<file path="src/rtl/alu_pkg.sv">
// Shared opcodes and controller state encoding for the ALU sharing controller.
package alu_pkg;

    localparam logic [3:0] ALU_ADD = 4'd0;
    localparam logic [3:0] ALU_SUB = 4'd1;
    localparam logic [3:0] ALU_MUL = 4'd2;
    localparam logic [3:0] ALU_AND = 4'd3;
    localparam logic [3:0] ALU_OR  = 4'd4;
    localparam logic [3:0] ALU_NOR = 4'd5;
    localparam logic [3:0] ALU_XOR = 4'd6;
    localparam logic [3:0] ALU_SLL = 4'd7;
    localparam logic [3:0] ALU_SRL = 4'd8;
    localparam logic [3:0] ALU_SLT = 4'd9;
    localparam logic [3:0] ALU_NOP = 4'd10;

    typedef enum logic [1:0] {
        ST_IDLE = 2'd0,
        ST_EXEC = 2'd1,
        ST_RESP = 2'd2
    } state_t;

endpackage

</file>
<file path="src/rtl/alu_rr_pick.sv">
// Two-way round-robin pick: a lone valid wins, a tie goes to the port at ptr.
module alu_rr_pick (
    input  logic       valid0,
    input  logic       valid1,
    input  logic       ptr,
    output logic [1:0] grant
);

    always_comb begin
        grant = 2'b00;
        if (valid0 && valid1) begin
            grant = ptr ? 2'b10 : 2'b01;
        end else if (valid0) begin
            grant = 2'b01;
        end else if (valid1) begin
            grant = 2'b10;
        end
    end

endmodule

</file>
<file path="src/rtl/alu_share_ctrl.sv">
// Arbitrates one combinational ALU between two requesters, holding operands
// for multi-cycle multiplies and returning a registered result per owner.
module alu_share_ctrl
    import alu_pkg::*;
#(
    parameter int MUL_CYCLES = 3,
    parameter int DW         = 32
) (
    input  logic                 Clk,
    input  logic                 Reset,
    input  logic                 Req0Valid,
    output logic                 Req0Ready,
    input  logic [3:0]           Req0Ctrl,
    input  logic signed [DW-1:0] Req0A,
    input  logic signed [DW-1:0] Req0B,
    input  logic                 Req1Valid,
    output logic                 Req1Ready,
    input  logic [3:0]           Req1Ctrl,
    input  logic signed [DW-1:0] Req1A,
    input  logic signed [DW-1:0] Req1B,
    output logic                 Resp0Valid,
    input  logic                 Resp0Ready,
    output logic                 Resp1Valid,
    input  logic                 Resp1Ready,
    output logic signed [DW-1:0] RespResult,
    output logic                 RespZero,
    output logic [3:0]           AluControl,
    output logic signed [DW-1:0] AluA,
    output logic signed [DW-1:0] AluB,
    input  logic signed [DW-1:0] AluResult
);

    localparam int              CNT_W    = (MUL_CYCLES > 1) ? $clog2(MUL_CYCLES) : 1;
    localparam logic [CNT_W-1:0] MUL_LAST = CNT_W'(MUL_CYCLES - 1);

    // Unknown opcodes collapse to a nop so the ALU never sees an undefined code.
    function automatic logic [3:0] legal_ctrl(input logic [3:0] ctrl);
        return (ctrl > ALU_NOP) ? ALU_NOP : ctrl;
    endfunction

    state_t               state;
    state_t               state_nxt;
    logic                 rr_ptr;
    logic                 owner;
    logic [CNT_W-1:0]     cnt;
    logic [3:0]           cap_ctrl;
    logic signed [DW-1:0] cap_a;
    logic signed [DW-1:0] cap_b;
    logic signed [DW-1:0] resp_result;

    logic [1:0]           pick;
    logic                 win;
    logic [3:0]           sel_ctrl;
    logic signed [DW-1:0] sel_a;
    logic signed [DW-1:0] sel_b;
    logic                 grant_fire;
    logic                 exec_last;
    logic                 resp_fire;

    alu_rr_pick u_pick (
        .valid0 (Req0Valid),
        .valid1 (Req1Valid),
        .ptr    (rr_ptr),
        .grant  (pick)
    );

    always_comb begin
        win      = pick[1];
        sel_ctrl = legal_ctrl(win ? Req1Ctrl : Req0Ctrl);
        sel_a    = win ? Req1A : Req0A;
        sel_b    = win ? Req1B : Req0B;
    end

    // Ready is gated by Reset so nothing is accepted while reset is held.
    always_comb begin
        state_nxt  = state;
        Req0Ready  = 1'b0;
        Req1Ready  = 1'b0;
        Resp0Valid = 1'b0;
        Resp1Valid = 1'b0;
        AluControl = ALU_NOP;
        AluA       = '0;
        AluB       = '0;
        grant_fire = 1'b0;
        exec_last  = 1'b0;
        resp_fire  = 1'b0;
        case (state)
            ST_IDLE: begin
                if (!Reset && (pick != 2'b00)) begin
                    Req0Ready  = pick[0];
                    Req1Ready  = pick[1];
                    grant_fire = 1'b1;
                    state_nxt  = ST_EXEC;
                end
            end
            ST_EXEC: begin
                AluControl = cap_ctrl;
                AluA       = cap_a;
                AluB       = cap_b;
                if (cnt == '0) begin
                    exec_last = 1'b1;
                    state_nxt = ST_RESP;
                end
            end
            ST_RESP: begin
                Resp0Valid = !owner;
                Resp1Valid = owner;
                resp_fire  = owner ? Resp1Ready : Resp0Ready;
                if (resp_fire) begin
                    state_nxt = ST_IDLE;
                end
            end
            default: begin
                state_nxt = ST_IDLE;
            end
        endcase
    end

    always_ff @(posedge Clk or posedge Reset) begin
        if (Reset) begin
            state       <= ST_IDLE;
            rr_ptr      <= 1'b0;
            owner       <= 1'b0;
            cnt         <= '0;
            resp_result <= '0;
        end else begin
            state <= state_nxt;
            if (grant_fire) begin
                rr_ptr <= ~win;
                owner  <= win;
                cnt    <= (sel_ctrl == ALU_MUL) ? MUL_LAST : '0;
            end else if ((state == ST_EXEC) && (cnt != '0)) begin
                cnt <= cnt - CNT_W'(1);
            end
            if (exec_last) begin
                resp_result <= AluResult;
            end
        end
    end

    // Operand capture: only read in EXEC, which always follows a grant.
    always_ff @(posedge Clk) begin
        if (grant_fire) begin
            cap_ctrl <= sel_ctrl;
            cap_a    <= sel_a;
            cap_b    <= sel_b;
        end
    end

    assign RespResult = resp_result;
    assign RespZero   = (resp_result == '0);

endmodule

</file>
<file path="config.mk">
export PLATFORM = sky130hd
export DESIGN_NAME = alu_share_ctrl
export DESIGN_NICKNAME = d
export VERILOG_FILES = /design/src/rtl/alu_pkg.sv /design/src/rtl/alu_rr_pick.sv /design/src/rtl/alu_share_ctrl.sv
export SDC_FILE = /design/constraint.sdc
export NUM_CORES = 1
export LEC_CHECK = 0
export ABC_AREA = 0
export CAP_MARGIN = 20
export CORE_ASPECT_RATIO = 1.4
export CORE_MARGIN = 1.5
export CORE_UTILIZATION = 42
export DETAILED_ROUTE_END_ITERATION = 7
export PLACE_DENSITY = 0.88
export REMOVE_ABC_BUFFERS = 1
export SLEW_MARGIN = 25
export SYNTH_ARGS = -nofsm -noshare
export SYNTH_HDL_FRONTEND = slang
export SYNTH_SLANG_ARGS = --single-unit
</file>
<file path="constraint.sdc">
create_clock -name Clk -period 6.4 [get_ports Clk]
set_clock_uncertainty 0.05 [all_clocks]
set_input_delay 1.28 -clock Clk [delete_from_list [all_inputs] [get_ports Clk]]
set_output_delay 1.28 -clock Clk [all_outputs]
set_load 0.05 [all_outputs]
</file>
## Word level (Yosys, flattened, before mapping)

Cells that the tools add are included.

| word-level totals | value |
|---|---|
| flip-flop bits (word level) | 106 |
| input bits | 174 |
| output and inout port bits | 105 |

| operators by class | value |
|---|---|
| add/sub/neg operators | 1 |
| magnitude comparators | 1 |
| equal/unequal tests | 6 |
| muxes and demuxes | 29 |
| bitwise gates (word level) | 1 |
| reduce and logical (&&, ||, !) cells | 12 |

Operators with widths:

| operator | count |
|---|---|
| $mux 32 | 4 |
| $logic_not 32->1 | 1 |
| $mux 2 | 10 |
| $mux 4 | 3 |
| $mux 1 | 11 |
| $ne 2x2->1 const B | 3 |
| $pmux 2 s3 | 1 |
| $reduce_bool 2->1 | 3 |
| $eq 4x2->1 const B | 1 |
| $gt 4x4->1 const B | 1 |
| $logic_not 2->1 | 2 |
| $logic_and 1x1->1 | 3 |
| $reduce_and 3->1 | 1 |
| $eq 2x1->1 const B | 1 |
| $eq 2x2->1 const B | 1 |
| $logic_not 1->1 | 2 |
| $sub 2x1->2 const B | 1 |
| $not 1->1 | 1 |

## Longest topological paths before layout

Gate-level depths: netlist (run 1).

| depth | value |
|---|---|
| depth after elaboration | 9 |
| mapped depth | 5 |
| gate-level depth less buffers | 5 |

## By module

From an unflattened synthesis (run 1), not the netlist that was laid out.

| unflattened totals | value |
|---|---|
| cells, all modules | 337 |
| area total of the unflattened synthesis | 5041.1 µm² |

By module, submodules not included:

| module | times used | cells each | area an instance (µm²) | sequential area each (µm²) |
|---|---|---|---|---|
| alu_share_ctrl | 1 | 334 | 5022.3 | 2992.9 |
| alu_rr_pick | 1 | 3 | 18.8 | 0.0 |

## Worst setup path after synthesis (run 1)

OpenSTA, ideal clock, no wires.

| path | value |
|---|---|
| path kind | input to output |
| start point | input port Req0Valid |
| end point | output port Req1Ready |
| arrival time | 3.027 ns |
| slack | 2.043 ns |
| stages | 3 |
| buffers on the path | 0 |
| path through | inv_1 -> o21ai_2 -> nor4_1 |

| between the ends | value |
|---|---|
| word-level cells in the longest chain between the ends | 6 |
| elaborated cells on any way between the ends | 7 |

Ends and longest elaborated chain:

| what | RTL line | source |
|---|---|---|
| from (decl) | alu_share_ctrl.sv:11 | `input logic Req0Valid,` |
| $mux 2 or $logic_and 1x1->1 (tied branches) | alu_rr_pick.sv:13, alu_rr_pick.sv:11 |  |
| $mux 2 (*) | alu_rr_pick.sv:11 | `if (valid0 && valid1) begin` |
| $reduce_bool 2->1 | alu_share_ctrl.sv:89 | `if (!Reset && (pick != 2'b00)) begin` |
| $logic_and 1x1->1 | alu_share_ctrl.sv:89 |  |
| $mux 1 (*) | alu_share_ctrl.sv:89 |  |
| $mux 1 (*) | alu_share_ctrl.sv:87 | `case (state)` |
| to (decl) | alu_share_ctrl.sv:17 | `output logic Req1Ready,` |

Mark *: on every way between the ends. The rest lies on a longest branch, timed or not.

## Worst setup path in the final report (run 1)

Same ends and word-level chain as after synthesis.

==> metrics, run 1 <==
result of the run=finished, final reports clean; cell count after synthesis=about 340; family of cells with the greatest summed delay on the critical path=buffers and inverters; detailed-placement wirelength estimate=9890 µm; final number of setup-violating endpoints=0; kind of launch point of the worst setup path=primary input; Yosys reg bits=roughly 110; hold_sp=RespResult[17]; effective utilization at floorplan=43.0%; Synth Area in Compound Gates=1.26%; DRC errors left=0; data required time of the worst path=roughly 5.1 ns; Post-CTS Setup Repair Bufs=0; I/O pin cnt=279; met3 Use GR=6.32%; number of cells on the worst hold path=1; Die ar.=0.0127 mm²; diode insertion count for antenna repair=0; count of cells resized by post-cts repair=0; area of placed instances=0.00795 mm²; highest fanout seen on the critical path=3; post-synthesis cell type count=32; count of flip-flops with a built-in enable after synthesis=68; number of global-route vias before repair=3924; Worst Setup End Kind=primary output; Area growth syn-to-layout=62.5%; Most used DFF post-synth=sky130_fd_sc_hd__edfxtp_1; slew of the pin with the lowest slew margin=0.902 ns; Avg Cell Area, Syn=14.8 µm²; first-pass GRT wire length=19300 µm; number of design-rule violations left by the first detailed-router iteration=between 100 and 150; setup repair after global routing missed its margin=no; routed len/inst=~17 µm; destination of the worst register-to-register timing path=cap_b[14]; die height=roughly 130 µm; leakage dissipation=3.16 nW; worst rel slew slack=about two fifths; library cell appearing most often on the critical path=sky130_fd_sc_hd__clkdlybuf4s50_1; Pwr Total=about 3.7 mW; via-per-instance ratio=4.89; clock tree from TritonCTS=done; CTS buffer count=9; adder and majority cell fraction of the synthesized area=0.247%; final RePlAce weighted congestion=approximately 0.76; maximum capacitance violations=0; proportion of register bits with asynchronous set or reset after synthesis=35.8%; gr usage total=20.4%; total global routing overflow=0; Final min period=approximately 4.5 ns; Endpoint, Worst Hold=RespResult[17]; Die Width=roughly 96 µm; total number of clock tree sinks=106; VDD IR-drop max=about 0.37 mV; hold_buf cts=0; share of final-layout standard cells stronger than drive strength 1=19.0%; standard cell with the maximum stage delay on the critical path=sky130_fd_sc_hd__clkdlybuf4s50_1; flop-to-flop setup slack=~3.9 ns; maximum level of the CTS H-tree=3; Critical Path AT=3.20 ns; share of the clock period used by the worst path after layout=about 70%; maximum number of pins on one net before global-route repair=72; I/O Buffers=278; startpoint-to-endpoint class of the critical path=in -> out; Final Routed Wirelength=13000 µm; hold crit path type=reg -> reg; pwr/cell area=446 mW/mm²; drt first pass iters=4; buffers plus inverters on the worst setup path=3; routing layer with the top usage in global route=met2; worst-path cell chain=clkdlybuf4s50_1 > inv_1 > o21ai_4 > nor4_1 > clkdlybuf4s50_1; initial antenna violation count=0; register area share after synthesis=59.2%; Synth Warn #=0; # rows=between 40 and 50; Worst path max stage delay=0.90 ns; hold violation count in the final report=0; clock root buffer=sky130_fd_sc_hd__clkbuf_16; net count reported at finish=791; Detail Route Antenna Nets=0; combinational family with the most area after synthesis=multiplexers; routing usage on met2=37.2%; maximum buffer depth of the clock tree=2; core footprint=between 0.01 and 0.015 mm²; Design Area, Final=0.00822 mm²; fmax=221 MHz; beginning of the worst register-to-register path=state[0]; number of cell instances on the worst register-to-register path=4; portion of netlist area occupied by mux cells=24.8%; clock-pin transition on the worst setup and hold timing paths=0.07 ns; Simple-Gate Fraction of Synth Area=about an eighth; setup TNS=0 ns; post-synthesis cell area=0.00506 mm²; total vias in the final route=3759; xor/xnor cell area share of the yosys netlist=0.173%; Clock Latency Late Sink=0.33 ns; fin. max-slew vios=0; GRT met1 Usage=between 20% and 30%
## metrics by stage
step | util, % | setup WS (ns) | hold slack (ns) | std cells
after floorplan | - | 1.02 | 0.460 | 324
after global placement | 67.6 | 1.97 | 0.473 | 752
after detailed placement | 67.6 | 1.89 | 0.474 | 752
after CTS | 69.9 | 1.86 | 0.495 | 768
after global routing | 69.9 | 1.74 | 0.517 | 768
final | 69.9 | 1.87 | 0.494 | 768
## worst reg2reg max path, delay by kind of cell, from the launching register on
kind	cells	cell delay [ns]
buf+inv	2	1.08
flops	1	0.45
compound gates	1	0.30
simple gates	1	0.26
## layout by cell type, fill, tap and decap left out
cell                              instances
sky130_fd_sc_hd__nor3b_1                  1
sky130_fd_sc_hd__and3b_1                  1
sky130_fd_sc_hd__xnor2_1                  1
sky130_fd_sc_hd__nand2_1                  3
sky130_fd_sc_hd__and2b_4                  1
sky130_fd_sc_hd__dfrtp_1                 38
sky130_fd_sc_hd__a21o_1                   1
sky130_fd_sc_hd__nand2b_1                 3
sky130_fd_sc_hd__inv_1                    4
sky130_fd_sc_hd__clkbuf_16                9
sky130_fd_sc_hd__nor4b_1                  2
sky130_fd_sc_hd__clkbuf_1                 3
sky130_fd_sc_hd__nor2_1                   6
sky130_fd_sc_hd__mux2_4                  29
sky130_fd_sc_hd__nand4_1                  2
sky130_fd_sc_hd__clkinv_2                 2
sky130_fd_sc_hd__nand3_1                  1
sky130_fd_sc_hd__and2_1                  66
sky130_fd_sc_hd__inv_4                    1
sky130_fd_sc_hd__mux2i_1                  4
sky130_fd_sc_hd__nand2_4                  1
sky130_fd_sc_hd__inv_2                    1
sky130_fd_sc_hd__clkbuf_8                 1
sky130_fd_sc_hd__o21ai_4                  1
sky130_fd_sc_hd__and3_1                   1
sky130_fd_sc_hd__o21ai_0                  6
sky130_fd_sc_hd__buf_4                    3
sky130_fd_sc_hd__mux2_2                  69
sky130_fd_sc_hd__clkdlybuf4s50_1        278
sky130_fd_sc_hd__nor4_1                   9
sky130_fd_sc_hd__ha_1                     1
sky130_fd_sc_hd__nor3_1                   1
sky130_fd_sc_hd__edfxtp_1                68
sky130_fd_sc_hd__a21oi_1                  2
sky130_fd_sc_hd__a211oi_1                 1
## per-layer routing
| layer | share of wire, % | wire, µm | vias up |
|---|---|---|---|
| li1 | - | - | 1775 |
| met4 | 2.8 | 358 | 0 |
| met1 | 33 | 4310 | 1756 |
| met3 | 10 | 1350 | 26 |
| met5 | 0 | 0 | - |
| met2 | 54 | 6960 | 202 |
## logic make-up (layout without fill, tap and decap cells)
kind of cell	Yosys count	in the layout
flops	106	106
compound gates	11	11
xor+xnor	1	1
simple gates	98	98
buf+inv	22	302
fa+ha+maj	1	1
mux	102	102
## area by class of cell
class | instances | area (µm²)
fill | 833 | 3540
sequential | 106 | 2990
timing repair buffer | 281 | 2810
multi-input combinational | 213 | 1950
clock buffer | 13 | 250
tap | 147 | 184
inverter | 5 | 18.8
clock inverter | 3 | 16.3
## how the worst max path moves through the flow
stage           endpoint  slack, ns      start  cells past startpoint
6_report       Req1Ready       1.87  Req0Valid                      5
5_1_grt        Req1Ready       1.74  Req0Valid                      5
4_1_cts        Req1Ready       1.86  Req0Valid                      5
3_5_place_dp   Req1Ready       1.89  Req0Valid                      5
3_3_place_gp   Req1Ready       1.97  Req0Valid                      5
2_1_floorplan  Req1Ready       1.02  Req0Valid                      3
## sequential cells by signal (all words and copies together) (netlist names)
register,count
cap_a,32
cap_b,32
owner,1
cap_ctrl,4
RespResult,32
rr_ptr,1
state,2
cnt,2
## where the power goes
group          leakage [nW]  internal [mW]  switching [mW]  total (mW)
Clock                 0.134          0.274           0.225       0.499
Sequential             1.08          0.968           0.143        1.11
Combinational          1.94          0.823            1.23        2.05
## cells in the mapped netlist, types with 2 or more instances
master / count / area (µm²)
sky130_fd_sc_hd__a21oi_1: 2 / 10.0
sky130_fd_sc_hd__and2_1: 66 / 413
sky130_fd_sc_hd__buf_2: 7 / 35.0
sky130_fd_sc_hd__buf_6: 3 / 33.8
sky130_fd_sc_hd__clkbuf_1: 4 / 15.0
sky130_fd_sc_hd__clkbuf_2: 2 / 10.0
sky130_fd_sc_hd__dfrtp_1: 38 / 951
sky130_fd_sc_hd__edfxtp_1: 68 / 2040
sky130_fd_sc_hd__inv_1: 5 / 18.8
sky130_fd_sc_hd__mux2_2: 69 / 777
sky130_fd_sc_hd__mux2_4: 29 / 435
sky130_fd_sc_hd__mux2i_1: 4 / 40.0
sky130_fd_sc_hd__nand2_1: 3 / 11.3
sky130_fd_sc_hd__nand2b_1: 3 / 18.8
sky130_fd_sc_hd__nand4_1: 2 / 12.5
sky130_fd_sc_hd__nor2_1: 6 / 22.5
sky130_fd_sc_hd__nor4_1: 9 / 56.3
sky130_fd_sc_hd__nor4b_1: 2 / 17.5
sky130_fd_sc_hd__o21ai_0: 6 / 30.0
Note: power is estimated with default switching activity, not from simulation.
==> run 2: changes to the inputs <==
- CORE_UTILIZATION: 42 -> 39
- PLACE_DENSITY: 0.88 -> 0.83
- clock period: 6.4 -> 4.65 ns (I/O delays scaled with it)
==> metrics, run 2 (synthesis results as in run 1) <==
fin. max-slew vios=0 (unchanged); Worst Setup End Kind=primary output; maximum level of the CTS H-tree=3 (unchanged); Die Width=99.2 µm (+3.7%); worst-path cell chain=clkdlybuf4s50_1 > inv_1 > o21ai_4 > nor4_1 > clkdlybuf4s50_1; highest fanout seen on the critical path=3 (unchanged); Worst path max stage delay=0.90 ns (about the same); standard cell with the maximum stage delay on the critical path=sky130_fd_sc_hd__clkdlybuf4s50_1; family of cells with the greatest summed delay on the critical path=buffers and inverters; commonest non-fill, non-tap cells in the layout=278 x sky130_fd_sc_hd__clkdlybuf4s50_1, 69 x sky130_fd_sc_hd__mux2_2, 68 x sky130_fd_sc_hd__edfxtp_1, 66 x sky130_fd_sc_hd__and2_1, 38 x sky130_fd_sc_hd__dfrtp_1; hold violation count in the final report=0 (unchanged); worst slack at placement=0.851 ns (-1.04 ns); I/O Buffers=278 (unchanged); share of the clock period used by the worst path after layout=82.8%; initial antenna violation count=0 (unchanged); VDD IR-drop max=0.563 mV (+52%); final RePlAce weighted congestion=0.783 (+2.9%); clock tree from TritonCTS=done; DRC errors left=0 (unchanged); number of cell instances on the worst register-to-register path=4 (unchanged); worst rel slew slack=40.6% (+0.76 points); final number of setup-violating endpoints=0 (unchanged); die height=138 µm (+3.7%); routed len/inst=17.0 µm (+0.24%); flop-to-flop setup slack=2.09 ns (-1.78 ns); share of final-layout standard cells stronger than drive strength 1=19.3% (+0.32 points); total vias in the final route=3771 (+0.32%); library cell appearing most often on the critical path=sky130_fd_sc_hd__clkdlybuf4s50_1; maximum buffer depth of the clock tree=2 (unchanged); maximum capacitance violations=0 (unchanged); most common library cell in the layout ignoring fill and taps=sky130_fd_sc_hd__clkdlybuf4s50_1; slew of the pin with the lowest slew margin=0.889 ns (-0.0127 ns); clock root buffer=sky130_fd_sc_hd__clkbuf_16; number of global-route vias before repair=3937 (+0.33%); Final min period=3.85 ns; setup repair after global routing missed its margin=no; Post-CTS Setup Repair Bufs=0 (unchanged); Endpoint, Worst Hold=RespResult[27]; Detail Route Antenna Nets=0 (unchanged); hold_sp=RespResult[27]; beginning of the worst register-to-register path=state[0]; share of the core filled with cells in the final layout=64.7% (-5.1 points); Design Area, Final=0.00825 mm² (+0.44%); maximum number of pins on one net before global-route repair=72 (unchanged); min setup slack post-route=0.801 ns (-1.07 ns); I/O pin cnt=279 (unchanged); Clock Latency Late Sink=0.34 ns (about the same); hold_buf cts=0 (unchanged); drt first pass iters=4 (unchanged); Critical Path AT=2.87 ns (-0.33 ns); area of placed instances=0.00796 mm² (about the same); hold crit path type=reg -> reg; leakage dissipation=3.17 nW (+0.40%); effective utilization at floorplan=39.6% (-3.3 points); number of cells on the worst hold path=1 (unchanged); via-per-instance ratio=4.87 (-0.46%); startpoint-to-endpoint class of the critical path=in -> out; Final Routed Wirelength=13100 µm (+1.0%); fmax=between 200 and 300 MHz; pwr/cell area=616 mW/mm² (+38%); core footprint=0.0128 mm² (+8.4%); CTS buffer count=9 (unchanged); data required time of the worst path=3.67 ns (-1.40 ns); Area growth syn-to-layout=63.3%; Die ar.=0.0137 mm² (+7.5%); final cell count without fillers=774 (+0.78%); count of cells resized by post-cts repair=0 (unchanged); destination of the worst register-to-register timing path=cap_a[4]; total number of clock tree sinks=106 (unchanged); number of design-rule violations left by the first detailed-router iteration=110 (+7.8%); clock-pin transition on the worst setup and hold timing paths=0.07 ns (about the same); total global routing overflow=0 (unchanged); buffers plus inverters on the worst setup path=3 (unchanged); detailed-placement wirelength estimate=10100 µm (+1.7%); total placed cells including tap cells=758 (+0.80%); gr usage total=18.8% (-1.5 points); diode insertion count for antenna repair=0 (unchanged); net count reported at finish=791 (unchanged); first-pass GRT wire length=19600 µm (+1.5%); setup TNS=0 ns (unchanged); result of the run=finished, final reports clean; # rows=49 (+4.3%); kind of launch point of the worst setup path=primary input
run 2: layout make-up:
cell class,instances,area [µm²]
fillers,949,4500
clock buffers,10,250
well taps,153,191
inverters,5,18.8
flip-flops and latches,106,2990
multi-input cells,213,1950
clock inverters,6,45.0
repair buffers,281,2810
run 2: how the worst max path moves through the flow:
| stage | startpoint | end | cells after the start |
|---|---|---|---|
| 3_3_place_gp | Req1Valid | Req1Ready | 4 |
| 2_1_floorplan | Req0Valid | Req1Ready | 3 |
| 6_report | Req0Valid | Req1Ready | 5 |
| 4_1_cts | Req0Valid | Req1Ready | 5 |
| 3_5_place_dp | Req0Valid | Req1Ready | 5 |
| 5_1_grt | Req0Valid | Req1Ready | 5 |
run 2: per-layer routing:
metal	share of wire [%]	GRT usage, %	vias up
li1	-	-	1779
met1	35	18.8	1750
met2	52	35.3	208
met3	8.7	5.53	34
met4	3.7	9.47	0
met5	0	0	-
run 2: report_power, final:
group / internal [mW] / switching (mW)
logic: 1.13 / 1.70
registers: 1.33 / 0.181
clock network: 0.400 / 0.336
run 2: through the flow:
stage / hold slack, ns / power, mW
after floorplan: 0.460 / 3.39
after global placement: 0.473 / 4.33
after detailed placement: 0.471 / 4.38
after CTS: 0.499 / 5.13
after global routing: 0.517 / 5.30
final: 0.497 / 5.08
run 2: worst reg2reg max path, stage by stage, from the launching register on:
cell and delay (ns):
sky130_fd_sc_hd__dfrtp_1 0.45, sky130_fd_sc_hd__nor3_1 0.27, sky130_fd_sc_hd__o21ai_0 0.27, sky130_fd_sc_hd__inv_2 0.73, sky130_fd_sc_hd__buf_4 0.46
